==> src/rtl/bin_to_bcd_display.sv <==
// bin_to_bcd_display
// Iterative double-dabble converter from an unsigned binary count to packed
// BCD digits for the 8-digit LED display driver. One input bit is consumed
// per cycle, so a conversion takes IN_WIDTH cycles. Values that do not fit in
// DIGITS decimal digits are shown as all-F digits and flagged on overflow.
//
// Handshake: start is sampled only while idle (busy=0); the edge that samples
// start=1 also captures bin_in. done pulses for exactly one cycle when
// bcd_out/overflow have just been updated, and busy is already low in that
// cycle, so a new start may be presented alongside done. A start seen while
// busy is dropped, not queued.
//
// FSM state is held in state_q, visible hierarchically for checkers.
module bin_to_bcd_display #(
    parameter int IN_WIDTH = 27,
    parameter int DIGITS   = 8
) (
    input  logic                  clk,
    input  logic                  rst,
    input  logic                  start,
    input  logic [IN_WIDTH-1:0]   bin_in,
    output logic                  busy,
    output logic                  done,
    output logic [4*DIGITS-1:0]   bcd_out,
    output logic                  overflow
);

    localparam int BW = 4 * DIGITS;
    localparam int CW = (IN_WIDTH > 1) ? $clog2(IN_WIDTH) : 1;

    localparam logic [0:0] S_IDLE    = 1'b0;
    localparam logic [0:0] S_CONVERT = 1'b1;

    localparam logic [CW-1:0] LAST_COUNT = CW'(IN_WIDTH - 1);

    logic [0:0]          state_q,    state_d;
    logic [IN_WIDTH-1:0] shift_q,    shift_d;
    logic [BW-1:0]       digits_q,   digits_d;
    logic [CW-1:0]       count_q,    count_d;
    logic                ovf_acc_q,  ovf_acc_d;
    logic                busy_q,     busy_d;
    logic                done_q,     done_d;
    logic [BW-1:0]       bcd_q,      bcd_d;
    logic                overflow_q, overflow_d;

    logic [BW-1:0]       digits_adj;
    logic [BW-1:0]       digits_shifted;
    logic [IN_WIDTH-1:0] shift_shifted;
    logic                top_bit_out;
    logic                ovf_next;

    // Add-3 correction: each nibble >= 5 gets +3, no carry between nibbles.
    always_comb begin
        digits_adj = digits_q;
        for (int i = 0; i < DIGITS; i++) begin
            if (digits_q[4*i +: 4] >= 4'd5) begin
                digits_adj[4*i +: 4] = digits_q[4*i +: 4] + 4'd3;
            end
        end
    end

    // One-bit left shift of {digits, shift}; the bit leaving the top digit
    // means the value no longer fits in DIGITS decimal digits.
    always_comb begin
        digits_shifted = {digits_adj[BW-2:0], shift_q[IN_WIDTH-1]};
        shift_shifted  = {shift_q[IN_WIDTH-2:0], 1'b0};
        top_bit_out    = digits_adj[BW-1];
        ovf_next       = ovf_acc_q | top_bit_out;
    end

    // Next-state logic for the IDLE/CONVERT controller and its datapath.
    always_comb begin
        state_d    = state_q;
        shift_d    = shift_q;
        digits_d   = digits_q;
        count_d    = count_q;
        ovf_acc_d  = ovf_acc_q;
        busy_d     = busy_q;
        done_d     = 1'b0;
        bcd_d      = bcd_q;
        overflow_d = overflow_q;
        case (state_q)
            S_IDLE: begin
                if (start) begin
                    shift_d   = bin_in;
                    digits_d  = '0;
                    ovf_acc_d = 1'b0;
                    count_d   = '0;
                    busy_d    = 1'b1;
                    state_d   = S_CONVERT;
                end
            end
            S_CONVERT: begin
                digits_d  = digits_shifted;
                shift_d   = shift_shifted;
                ovf_acc_d = ovf_next;
                count_d   = count_q + CW'(1);
                if (count_q == LAST_COUNT) begin
                    // Outputs only move here, so the display never sees a
                    // partially converted value.
                    bcd_d      = ovf_next ? {BW{1'b1}} : digits_shifted;
                    overflow_d = ovf_next;
                    done_d     = 1'b1;
                    busy_d     = 1'b0;
                    count_d    = '0;
                    state_d    = S_IDLE;
                end
            end
            default: begin
                state_d = S_IDLE;
                busy_d  = 1'b0;
            end
        endcase
    end

    // State and output registers with synchronous active-high reset.
    always_ff @(posedge clk) begin
        if (rst) begin
            state_q    <= S_IDLE;
            shift_q    <= '0;
            digits_q   <= '0;
            count_q    <= '0;
            ovf_acc_q  <= 1'b0;
            busy_q     <= 1'b0;
            done_q     <= 1'b0;
            bcd_q      <= '0;
            overflow_q <= 1'b0;
        end else begin
            state_q    <= state_d;
            shift_q    <= shift_d;
            digits_q   <= digits_d;
            count_q    <= count_d;
            ovf_acc_q  <= ovf_acc_d;
            busy_q     <= busy_d;
            done_q     <= done_d;
            bcd_q      <= bcd_d;
            overflow_q <= overflow_d;
        end
    end

    assign busy     = busy_q;
    assign done     = done_q;
    assign bcd_out  = bcd_q;
    assign overflow = overflow_q;

endmodule

==> config.mk <==
export PLATFORM = sky130hd
export DESIGN_NAME = bin_to_bcd_display
export DESIGN_NICKNAME = d
export VERILOG_FILES = /design/src/rtl/bin_to_bcd_display.sv
export SDC_FILE = /design/constraint.sdc
export NUM_CORES = 1
export LEC_CHECK = 0
export CAP_MARGIN = 20
export CORE_ASPECT_RATIO = 0.75
export CORE_UTILIZATION = 50
export CTS_BUF_LIST = sky130_fd_sc_hd__clkbuf_16
export DETAILED_ROUTE_END_ITERATION = 7
export GPL_ROUTABILITY_DRIVEN = 0
export PLACE_DENSITY = 0.87
export SLEW_MARGIN = 10
export SYNTH_ARGS = -nofsm -noshare
export SYNTH_HDL_FRONTEND = slang
export SYNTH_SLANG_ARGS = --single-unit
==> constraint.sdc <==
create_clock -name clk -period 1.6 [get_ports clk]
set_input_delay 0.32 -clock clk [delete_from_list [all_inputs] [get_ports clk]]
set_output_delay 0.32 -clock clk [all_outputs]
set_load 0.02 [all_outputs]
==> reports/metrics.csv, run 1 <==
stage,metric,value,unit
min_path,hp-class,input port to flop,
timing,relSlewSlack,0.6732,
drt,wire_per_inst,14.76,µm
yosys,synth_flop_cell,dfxtp_1,
drt,wl_met2,5.849,mm
yosys,synthCells,587,
worst_setup_path,cp.arrival,1920,ps
grt,grt_max_degree,54,
timing,period_needed,1679,ps
placement,placed_area,5717,µm²
min_path,holdPathEnd,digits_q[19],
outcome,violations,negative setup slack,
clock_network,clockBufferDepth,2,
timing,setup_tns,-1503,ps
drt,vias_per_cell,5.389,
layout,layout.nets,710,
layout,final_area,6158,µm²
layout,drive_gt1_frac,0.1889,
worst_setup_path,critical_path.endpoint_type,flop,
floorplanning,die_x,115.3,µm
worst_setup_path,reg2reg_from,digits_q[29],
worst_setup_path,crit_path_start_kind,flop,
grt,grt.total_usage,0.2406,
layout,fin_cells,795,
worst_setup_path,ff2ff_path_depth,7,
drt,first_pass_iters,4,
worst_setup_path,slowest_stage,or3_4,
timing,fmax,0.5956,GHz
placement,dp.cells,774,
clock_network,htree_levels,3,
yosys,ys_seq_elements,101,
worst_setup_path,r2r-end,overflow,
worst_setup_path,path_buf_inv,2,
clock_network,clk_pin_slew_worst_paths,70,ps
clock_network,cts_root_buf,clkbuf_16,
pwr,peakVddDrop,0.5871,mV
yosys,synth_enable_flop_cells,0,
yosys,syn_avg_cell_area,8.202,µm²
grt,grt_pass1_wl,18.96,mm
worst_setup_path,critPathKind,flop to flop,
timing,final_hold_viol_count,0,
yosys,synth.yosys.seq_area_share,0.4200,
drt,wl_met1,5.142,mm
floorplanning,initial_core_util,0.5235,
grt,overflow,0,
drt,top_layer,met4,
worst_setup_path,cp.required,1840,ps
placement,hpwl,7.673,mm
yosys,synth_fp_nets,635,
layout,num_antenna_cells,0,
floorplanning,ios,65,
worst_setup_path,slowest_delay,360,ps
timing,rsz0062_at_grt,true,
worst_setup_path,crit_fanout,6,
drt,drt_iter0_drc,234,
layout,final_util,0.6697,
grt,grt_pass1_vias,4208,
min_path,min_from,rst,
floorplanning,rows,30,
placement,io_buffers,64,
worst_setup_path,rrSetupSlack,-80,ps
timing,skew,5.811,ps
drt,num_vias,4284,
floorplanning,coreArea,9196,µm²
drt,ant_nets,0,
timing,finalSetupViolations,33,
layout,fillCellCount,707,
yosys,synthDistinctLibCells,34,
pwr,p_leak,2.869,nW
pwr,p_total,0.004994,W
drt,drt-total-wl,11.74,mm
floorplanning,dieArea,10030,µm²
timing,setup_ws,-79.00,ps
grt,grt_antenna_before_repair,0,
timing,worstMarginPinSlew,490.2,ps
yosys,ys_warn_count,0,
timing,fin_crit_sh,1.049,
drt,drc_errors,0,
yosys,syn-cell-area,4815,µm²
clock_network,insertion_delay,350,ps
clock_network,cts_sinks,101,
layout,area_delta_synth_final,27.91,%
worst_setup_path,crit_family,simple AND/OR/NAND/NOR gates,
clock_network,cts_buffers,9,
yosys,async_flop_share,0,
worst_setup_path,crit_chain,inv_4 > ha_4 > nand2b_4 > nor3b_4 > or3_4 > buf_4 > a22o_1,
timing,maxSlewViolCount,0,
floorplanning,die_y,86.98,µm
drt,met3WireLength,489,µm
run,maxCapViolCount,0,
min_path,hold_depth,2,
outcome,status,finished with violations,
pwr,power_density,810.9,nW/µm²
clock_network,cts_tree,built,
==> registers in the layout, indices dropped and copies added (netlist names) <==
register / count
ovf_acc_q: 1
state_q: 1
overflow: 1
digits_q: 32
bcd_out: 32
done: 1
count_q: 5
shift_q: 27
busy: 1
==> Yosys cell counts, types with 12 or more instances <==
cell type	count	area share
nor3_1	12	0.012
ha_1	18	0.047
dfxtp_1	101	0.42
nand2b_1	15	0.019
nand2_1	82	0.064
nor2_1	91	0.071
a21oi_1	78	0.081
mux2i_1	35	0.073
o21ai_0	15	0.016
inv_1	19	0.015
o21ai_2	21	0.038
and3_1	16	0.021
==> worst max-delay path by stage <==
stage,depth (start not counted),startpoint,slack [ps],to
5_1_grt,8,digits_q[29],-140,bcd_out[25]
2_1_floorplan,9,digits_q[29],-40,bcd_out[10]
3_3_place_gp,8,digits_q[29],-60,bcd_out[2]
3_5_place_dp,8,digits_q[28],-120,bcd_out[1]
6_report,7,digits_q[29],-80,overflow
4_1_cts,7,digits_q[29],-70,bcd_out[31]
==> layer usage <==
layer | up-vias | global-route usage
met4 | 0 | 0.08619
li1 | 2114 | -
met1 | 2027 | 0.2881
met3 | 26 | 0.06054
met2 | 117 | 0.4186
met5 | - | 0
==> cells in the final DEF (no fill, tap or decap), types with 3 or more instances in the layout <==
master and n:
a21oi_1 71, a21oi_2 5, a22o_1 8, and3_1 16
buf_12 4, buf_4 29, buf_6 3, clkbuf_16 9
clkdlybuf4s50_1 27, clkinvlp_4 3, dfxtp_1 89, dfxtp_2 12
dlygate4sd2_1 34, ha_1 14, inv_1 16, inv_2 4
mux2i_1 29, mux2i_2 6, nand2_1 78, nand2_2 4
nand2b_1 13, nand3_1 7, nor2_1 91, nor3_1 12
nor3b_1 9, o21ai_0 10, o21ai_1 3, o21ai_2 22
xnor2_1 5, xnor2_2 3
==> stage by stage <==
| stage | worst slack (ps) | hold WS, ps |
|---|---|---|
| 2_1_floorplan | -41.12 | 453.7 |
| 3_3_place_gp | -62.58 | 426.7 |
| 3_5_place_dp | -123.6 | 435.3 |
| 4_1_cts | -65.29 | 323.1 |
| 5_1_grt | -136.5 | 341.4 |
| 6_report | -79.00 | 337.0 |
==> worst reg2reg max path: stages, from the launching register on <==
cell	delay (ps)
dfxtp_2	350
inv_4	50
ha_4	140
nand2b_4	130
nor3b_4	150
or3_4	360
buf_4	190
a22o_1	200
==> kinds of logic (layout without fill, tap and decap cells) <==
group,count (synthesis),in the layout,synth area share
AOI/OAI and AO/OA,126,126,0.1557
adders and majority gates,18,18,0.04678
buffers and inverters,55,135,0.05717
DFF,101,101,0.4200
muxes,35,35,0.07277
xor gates and xnor gates,8,8,0.01455
and+or+nand+nor,244,244,0.2331
==> power breakdown <==
group | total [W] | internal [W] | switching [W]
Sequential | 0.00259 | 0.00256 | 0.0000285
Clock | 0.00199 | 0.00105 | 0.000947
Combinational | 0.000409 | 0.000176 | 0.000233
Total | 0.00499 | 0.00378 | 0.00121
==> final cells by class <==
cell class	instances	area, µm²	share of cell area
Clock buffer	9	225.2	0.03657
Clock inverter	7	43.79	0.007111
Inverter	19	73.82	0.01199
Multi-Input combinational cell	431	2696	0.4378
Sequential cell	101	2037	0.3308
Tap cell	128	160.2	0.02601
Timing Repair Buffer	100	922.1	0.1497
==> repair_timing <==
item	4_1_cts	5_1_grt
setup endpoints to repair	69	52
hold buffers	0	0
gates resized for setup	45	41
buffers inserted	0	5
pin swaps	2	13
Power figures use the tool's default switching activity.
==> inputs of run 2 (changes only) <==
CORE_ASPECT_RATIO = 1.25   (was 0.75)
==> run 2 against run 1 <==
Effect of this change:
- the flow still finishes with violations (negative setup slack)
- global-route usage decreased by 1.8 points
- design area rose by 0.67%
- sequential share of layout area down 0.14 points
- worst hold slack improved by 95 ps
- critical path type unchanged
- largest cell class unchanged
==> reports/metrics.csv, run 2 (synthesized netlist as in run 1, its figures left out) <==
stage,metric,value,unit,change
outcome,status,finished with violations,,unchanged
outcome,violations,negative setup slack,,unchanged
timing,fin_crit_sh,1.060,,was 1.049
worst_setup_path,crit_chain,inv_4 > ha_4 > nand2b_4 > nor3b_4 > or3_4 > buf_12 > a22o_1,,was inv_4 > ha_4 > nand2b_4 > nor3b_4 > or3_4 > buf_4 > a22o_1
clock_network,clockBufferDepth,2,,unchanged
drt,wire_per_inst,14.56,µm,was 14.76 µm
min_path,min_from,bcd_out[23],,was rst
floorplanning,ios,65,,unchanged
clock_network,cts_buffers,9,,unchanged
clock_network,cts_root_buf,clkbuf_16,,unchanged
pwr,peakVddDrop,0.7579,mV,was 0.5871 mV
worst_setup_path,reg2reg_from,digits_q[29],,unchanged
grt,grt_antenna_before_repair,0,,unchanged
worst_setup_path,critPathKind,flop to flop,,unchanged
worst_setup_path,r2r-end,overflow,,unchanged
timing,maxSlewViolCount,0,,unchanged
clock_network,insertion_delay,350,ps,about the same
grt,grt_pass1_wl,18.46,mm,was 18.96 mm
layout,num_antenna_cells,0,,unchanged
worst_setup_path,rrSetupSlack,-100,ps,was -80 ps
clock_network,htree_levels,3,,unchanged
worst_setup_path,crit_family,simple AND/OR/NAND/NOR gates,,unchanged
floorplanning,die_y,111.7,µm,was 86.98 µm
timing,worstMarginPinSlew,406.8,ps,was 490.2 ps
layout,layout_common_cells,"nor2_1 (91), dfxtp_1 (87), nand2_1 (76)",,"was nor2_1 (91), dfxtp_1 (89), nand2_1 (78)"
floorplanning,dieArea,10030,µm²,about the same
clock_network,cts_tree,built,,unchanged
timing,holdWs,432.3,ps,was 337.0 ps
layout,layout.nets,703,,was 710
grt,overflow,0,,unchanged
timing,final_hold_viol_count,0,,unchanged
run,maxCapViolCount,0,,unchanged
layout,mostFrequentLayoutCell,nor2_1,,unchanged
clock_network,clk_pin_slew_worst_paths,70,ps,about the same
worst_setup_path,crit_fanout,13,,was 6
layout,area_delta_synth_final,28.77,%,was 27.91%
drt,ant_nets,0,,unchanged
worst_setup_path,critical_path.endpoint_type,flop,,unchanged
floorplanning,rows,39,,was 30
timing,relSlewSlack,0.7288,,was 0.6732
grt,grt_pass1_vias,4185,,was 4208
drt,vias_per_cell,5.402,,was 5.389
placement,dp.cells,762,,was 774
floorplanning,coreArea,9223,µm²,was 9196 µm²
drt,drt_iter0_drc,255,,was 234
placement,hpwl,6.884,mm,was 7.673 mm
worst_setup_path,slowest_delay,380,ps,was 360 ps
drt,first_pass_iters,4,,unchanged
timing,skew,6.845,ps,was 5.811 ps
worst_setup_path,slowest_stage,or3_4,,unchanged
timing,fmax,0.5897,GHz,was 0.5956 GHz
drt,drc_errors,0,,unchanged
min_path,holdPathEnd,bcd_out[23],,was digits_q[19]
worst_setup_path,path_buf_inv,2,,unchanged
drt,num_vias,4219,,was 4284
timing,finalSetupViolations,32,,was 33
layout,drive_gt1_frac,0.1945,,was 0.1889
timing,period_needed,1696,ps,was 1679 ps
min_path,hold_depth,2,,unchanged
timing,rsz0062_at_grt,true,,unchanged
worst_setup_path,cp.arrival,1930,ps,was 1920 ps
clock_network,cts_sinks,101,,unchanged
grt,grt_max_degree,102,,was 54
layout,fin_cells,781,,was 795
timing,setup_ws,-95.67,ps,was -79.00 ps
worst_setup_path,ff2ff_path_depth,7,,unchanged
drt,drt-total-wl,11.37,mm,was 11.74 mm
grt,grt.total_usage,0.2229,,was 0.2406
worst_setup_path,cp.required,1840,ps,about the same
pwr,power_density,823.3,nW/µm²,was 810.9 nW/µm²
min_path,hp-class,flop to flop,,was input port to flop
floorplanning,initial_core_util,0.5220,,was 0.5235
pwr,p_leak,2.903,nW,was 2.869 nW
placement,io_buffers,64,,unchanged
worst_setup_path,crit_path_start_kind,flop,,unchanged
floorplanning,die_x,89.77,µm,was 115.3 µm
-- run 2: cell count changes in the layout (fill, tap and decap cells not counted), moves of 3 or more --
cell            delta
buf_12             +3
buf_4             -12
dlygate4sd2_1      -8
dlymetal6s2s_1     +7
inv_1              -4
xnor2_1            +3
xnor2_2            -3
-- run 2: metal layers --
layer,up-vias,GRT usage,part of all wire
met5,-,0,0
li1,2105,-,-
met2,122,0.4154,0.53
met1,1976,0.2420,0.40
met3,16,0.05464,0.053
met4,0,0.08306,0.019
-- run 2: per-stage QoR --
step	area (µm²)	setup slack (ps)	power [W]	TNS [ps]	util
final	6200	-95.67	0.005104	-1830	0.6722
after floorplan	4846	-41.12	0.002888	-822.0	-
after global placement	5670	-59.05	0.003025	-560.9	0.6148
after global routing	6200	-141.4	0.005261	-3699	0.6722
after CTS	5997	-68.74	0.005108	-995.1	0.6503
after detailed placement	5670	-133.6	0.003041	-2297	0.6148
-- run 2: final cells by class --
class                      instances  area [µm²]
timing repair buffer              93       942.2
clock buffer                       9       225.2
sequential                       101        2042
clock inverter                     5       53.80
inverter                          19       73.82
tap                              123       153.9
multi-input combinational        431        2709
fill                             681        3023
-- run 2: what timing repair did --
item | CTS | global route
endpoints found under the setup margin | 62 | 56
resized for setup | 47 | 57
pin swaps | 2 | 16
hold buffers | 0 | 0
buffers inserted | 2 | 3
-- run 2: how the worst max path moves through the flow --
stage	startpoint	end	slack [ps]	cells after the start
after floorplan	digits_q[29]	bcd_out[10]	-40	9
after global placement	digits_q[29]	bcd_out[2]	-60	8
after detailed placement	digits_q[29]	bcd_out[3]	-130	8
after CTS	digits_q[29]	overflow	-70	7
after global routing	digits_q[29]	bcd_out[15]	-140	8
final	digits_q[29]	overflow	-100	7
-- run 2: tightest hold or removal path: stages (launching register included) --
cell,delay [ps]
dfxtp_1,310
nand2_1,50
nand2_1,40
-- run 2: power breakdown --
part	internal [W]	switching [W]
sequential	0.00256	0.0000290
clock	0.00119	0.000927
combinational	0.000174	0.000226
==> inputs of run 3 (changes only) <==
CTS_BUF_LIST = sky130_fd_sc_hd__clkbuf_8   (was sky130_fd_sc_hd__clkbuf_16)
HOLD_SLACK_MARGIN = 0.02   (was not set)
SLEW_MARGIN = 40   (was 10)
==> run 3 against run 2 <==
Effect of this change:
- the run still ends with negative setup slack left
- die area stayed put
- combinational power rose by 5.5%
- sequential share of layout area up 0.23 points
- count of clock-buffer cells in the layout increased by 1
- clock power is 25% lower
- fmax grew 1.3%
- global-route usage decreased by 0.24 points
- register-to-register slack improved by 20 ps
- first-iteration DRC count is 11% lower
- worst hold slack hardly changed
- non-clock buffer count rose by 5
- power decreased by 10%
==> reports/metrics.csv, run 3 (synthesized netlist as in run 1, its figures left out) <==
stage,metric,value,unit,change
grt,grt_max_degree,102,,unchanged
timing,worstMarginPinSlew,397.6,ps,was 406.8 ps
run,maxCapViolCount,0,,unchanged
drt,ant_nets,0,,unchanged
worst_setup_path,rrSetupSlack,-70,ps,was -100 ps
pwr,p_leak,2.828,nW,was 2.903 nW
drt,met3WireLength,532,µm,was 601 µm
layout,num_antenna_cells,0,,unchanged
pwr,p_total,0.004593,W,was 0.005104 W
pwr,p_sw_frac,0.2379,,was 0.2315
layout,drive_gt1_frac,0.1976,,was 0.1945
clock_network,cts_tree,built,,unchanged
floorplanning,rows,39,,unchanged
timing,fmax,0.5975,GHz,was 0.5897 GHz
grt,grt_pass1_vias,4116,,was 4185
drt,wl_met1,4.467,mm,was 4.530 mm
layout,final_util,0.6672,,was 0.6722
timing,finalSetupViolations,28,,was 32
min_path,holdPathEnd,shift_q[22],,was bcd_out[23]
layout,layout.nets,708,,was 703
min_path,hold_depth,5,,was 2
clock_network,insertion_delay,370,ps,was 350 ps
drt,top_layer,met4,,unchanged
clock_network,cts_sinks,101,,unchanged
min_path,hp-class,input port to flop,,was flop to flop
clock_network,clk_pin_slew_worst_paths,90,ps,was 70 ps
worst_setup_path,crit_chain,inv_4 > ha_4 > nand2b_4 > nor3b_4 > or3_4 > buf_12 > a22o_1,,unchanged
floorplanning,dieArea,10030,µm²,unchanged
worst_setup_path,path_buf_inv,2,,unchanged
pwr,switching_power,0.001093,W,was 0.001182 W
drt,drt-total-wl,11.08,mm,was 11.37 mm
clock_network,cts_buffers,9,,unchanged
worst_setup_path,slowest_delay,380,ps,about the same
worst_setup_path,r2r-end,overflow,,unchanged
worst_setup_path,crit_path_start_kind,flop,,unchanged
grt,grt_antenna_before_repair,0,,unchanged
drt,vias_per_cell,5.370,,was 5.402
pwr,power_frac_seq,0.564,,was 0.508
grt,grt_pass1_wl,18.20,mm,was 18.46 mm
layout,mostFrequentLayoutCell,nor2_1,,unchanged
drt,first_pass_iters,5,,was 4
timing,maxSlewViolCount,0,,unchanged
timing,final_hold_viol_count,0,,unchanged
drt,drc_errors,0,,unchanged
worst_setup_path,critPathKind,flop to flop,,unchanged
pwr,power_density,746.4,nW/µm²,was 823.3 nW/µm²
timing,skew,6.906,ps,was 6.845 ps
timing,period_needed,1674,ps,was 1696 ps
worst_setup_path,cp.arrival,1940,ps,was 1930 ps
clock_network,clockBufferDepth,2,,unchanged
layout,area_delta_synth_final,27.81,%,was 28.77%
timing,rsz0062_at_grt,true,,unchanged
timing,fin_crit_sh,1.046,,was 1.060
placement,io_buffers,64,,unchanged
worst_setup_path,reg2reg_from,digits_q[29],,unchanged
clock_network,cts_hold_buffers,0,,unchanged
pwr,p_int,0.003500,W,was 0.003922 W
min_path,min_from,start,,was bcd_out[23]
drt,wl_met2,5.838,mm,was 6.019 mm
floorplanning,coreArea,9223,µm²,unchanged
outcome,status,finished with violations,,unchanged
worst_setup_path,ff2ff_path_depth,7,,unchanged
clock_network,htree_levels,3,,unchanged
worst_setup_path,crit_family,simple AND/OR/NAND/NOR gates,,unchanged
placement,hpwl,6.884,mm,unchanged
worst_setup_path,slowest_stage,or3_4,,unchanged
worst_setup_path,critical_path.endpoint_type,flop,,unchanged
floorplanning,initial_core_util,0.5220,,unchanged
pwr,comb_power_share,0.092,,was 0.078
pwr,clkPwrFrac,0.344,,was 0.414
drt,wire_per_inst,14.10,µm,was 14.56 µm
placement,placed_area,5670,µm²,unchanged
grt,grt.total_usage,0.2205,,was 0.2229
pwr,peakVddDrop,0.7043,mV,was 0.7579 mV
floorplanning,die_x,89.77,µm,unchanged
clock_network,cts_root_buf,clkbuf_8,,was clkbuf_16
timing,setup_ws,-73.65,ps,was -95.67 ps
grt,overflow,0,,unchanged
layout,layout_common_cells,"nor2_1 (91), dfxtp_1 (88), nand2_1 (79)",,"was nor2_1 (91), dfxtp_1 (87), nand2_1 (76)"
outcome,violations,negative setup slack,,unchanged
worst_setup_path,cp.required,1870,ps,was 1840 ps
layout,final_area,6153,µm²,was 6200 µm²
worst_setup_path,crit_fanout,13,,unchanged
drt,drt_iter0_drc,228,,was 255
floorplanning,ios,65,,unchanged
floorplanning,die_y,111.7,µm,unchanged
drt,num_vias,4221,,was 4219
timing,relSlewSlack,0.7349,,was 0.7288
==> run 3: layout make-up <==
class | instances | area [µm²]
Tap cell | 123 | 153.9
Sequential cell | 101 | 2041
Fill cell | 701 | 3069
Multi-Input combinational cell | 431 | 2703
Timing Repair Buffer | 98 | 994.7
Inverter | 19 | 73.82
Clock inverter | 4 | 50.05
Clock buffer | 10 | 137.6
==> run 3: worst max path at each step <==
stage,startpoint,to,slack (ps),cells past startpoint
detailed placement,digits_q[29],bcd_out[3],-130,8
CTS,digits_q[29],overflow,-70,7
floorplan,digits_q[29],bcd_out[10],-40,9
global placement,digits_q[29],bcd_out[2],-60,8
global route,digits_q[29],bcd_out[15],-120,8
finish,digits_q[29],overflow,-70,7
==> run 3: worst reg2reg max path, cell delays in order (launching register included) <==
cell and delay [ps]:
dfxtp_2 360, inv_4 60, ha_4 140, nand2b_4 130
nor3b_4 150, or3_4 380, buf_12 170, a22o_1 190
==> run 3: per-stage QoR <==
stage,setup TNS [ps],cells,worst slack (ps),hold slack (ps)
finish,-1163,786,-73.65,432.1
global route,-3399,786,-124.5,431.9
CTS,-932.2,781,-69.31,416.9
detailed placement,-2297,762,-133.6,431.0
global placement,-560.9,762,-59.05,424.8
floorplan,-822.0,587,-41.12,453.7
==> run 3: what timing repair did <==
action / in CTS / in global routing
cloned: 2 / 0
setup buffers: 3 / 5
pin swaps: 4 / 14
endpoints found under the setup margin: 70 / 45
gates resized for setup: 60 / 40
==> run 3: power groups by stage <==
stage	logic, W	clock network [W]	registers [W]
CTS	0.000421	0.00161	0.00259
detailed placement	0.000393	0	0.00265
global placement	0.000380	0	0.00265
finish	0.000422	0.00158	0.00259
floorplan	0.000244	0	0.00264
global route	0.000467	0.00171	0.00260
==> run 3: metal layers <==
metal  vias up  track usage
met5         -            0
met4         0      0.09071
met3        23      0.04098
met2       120       0.4077
met1      1962       0.2469
li1       2116            -
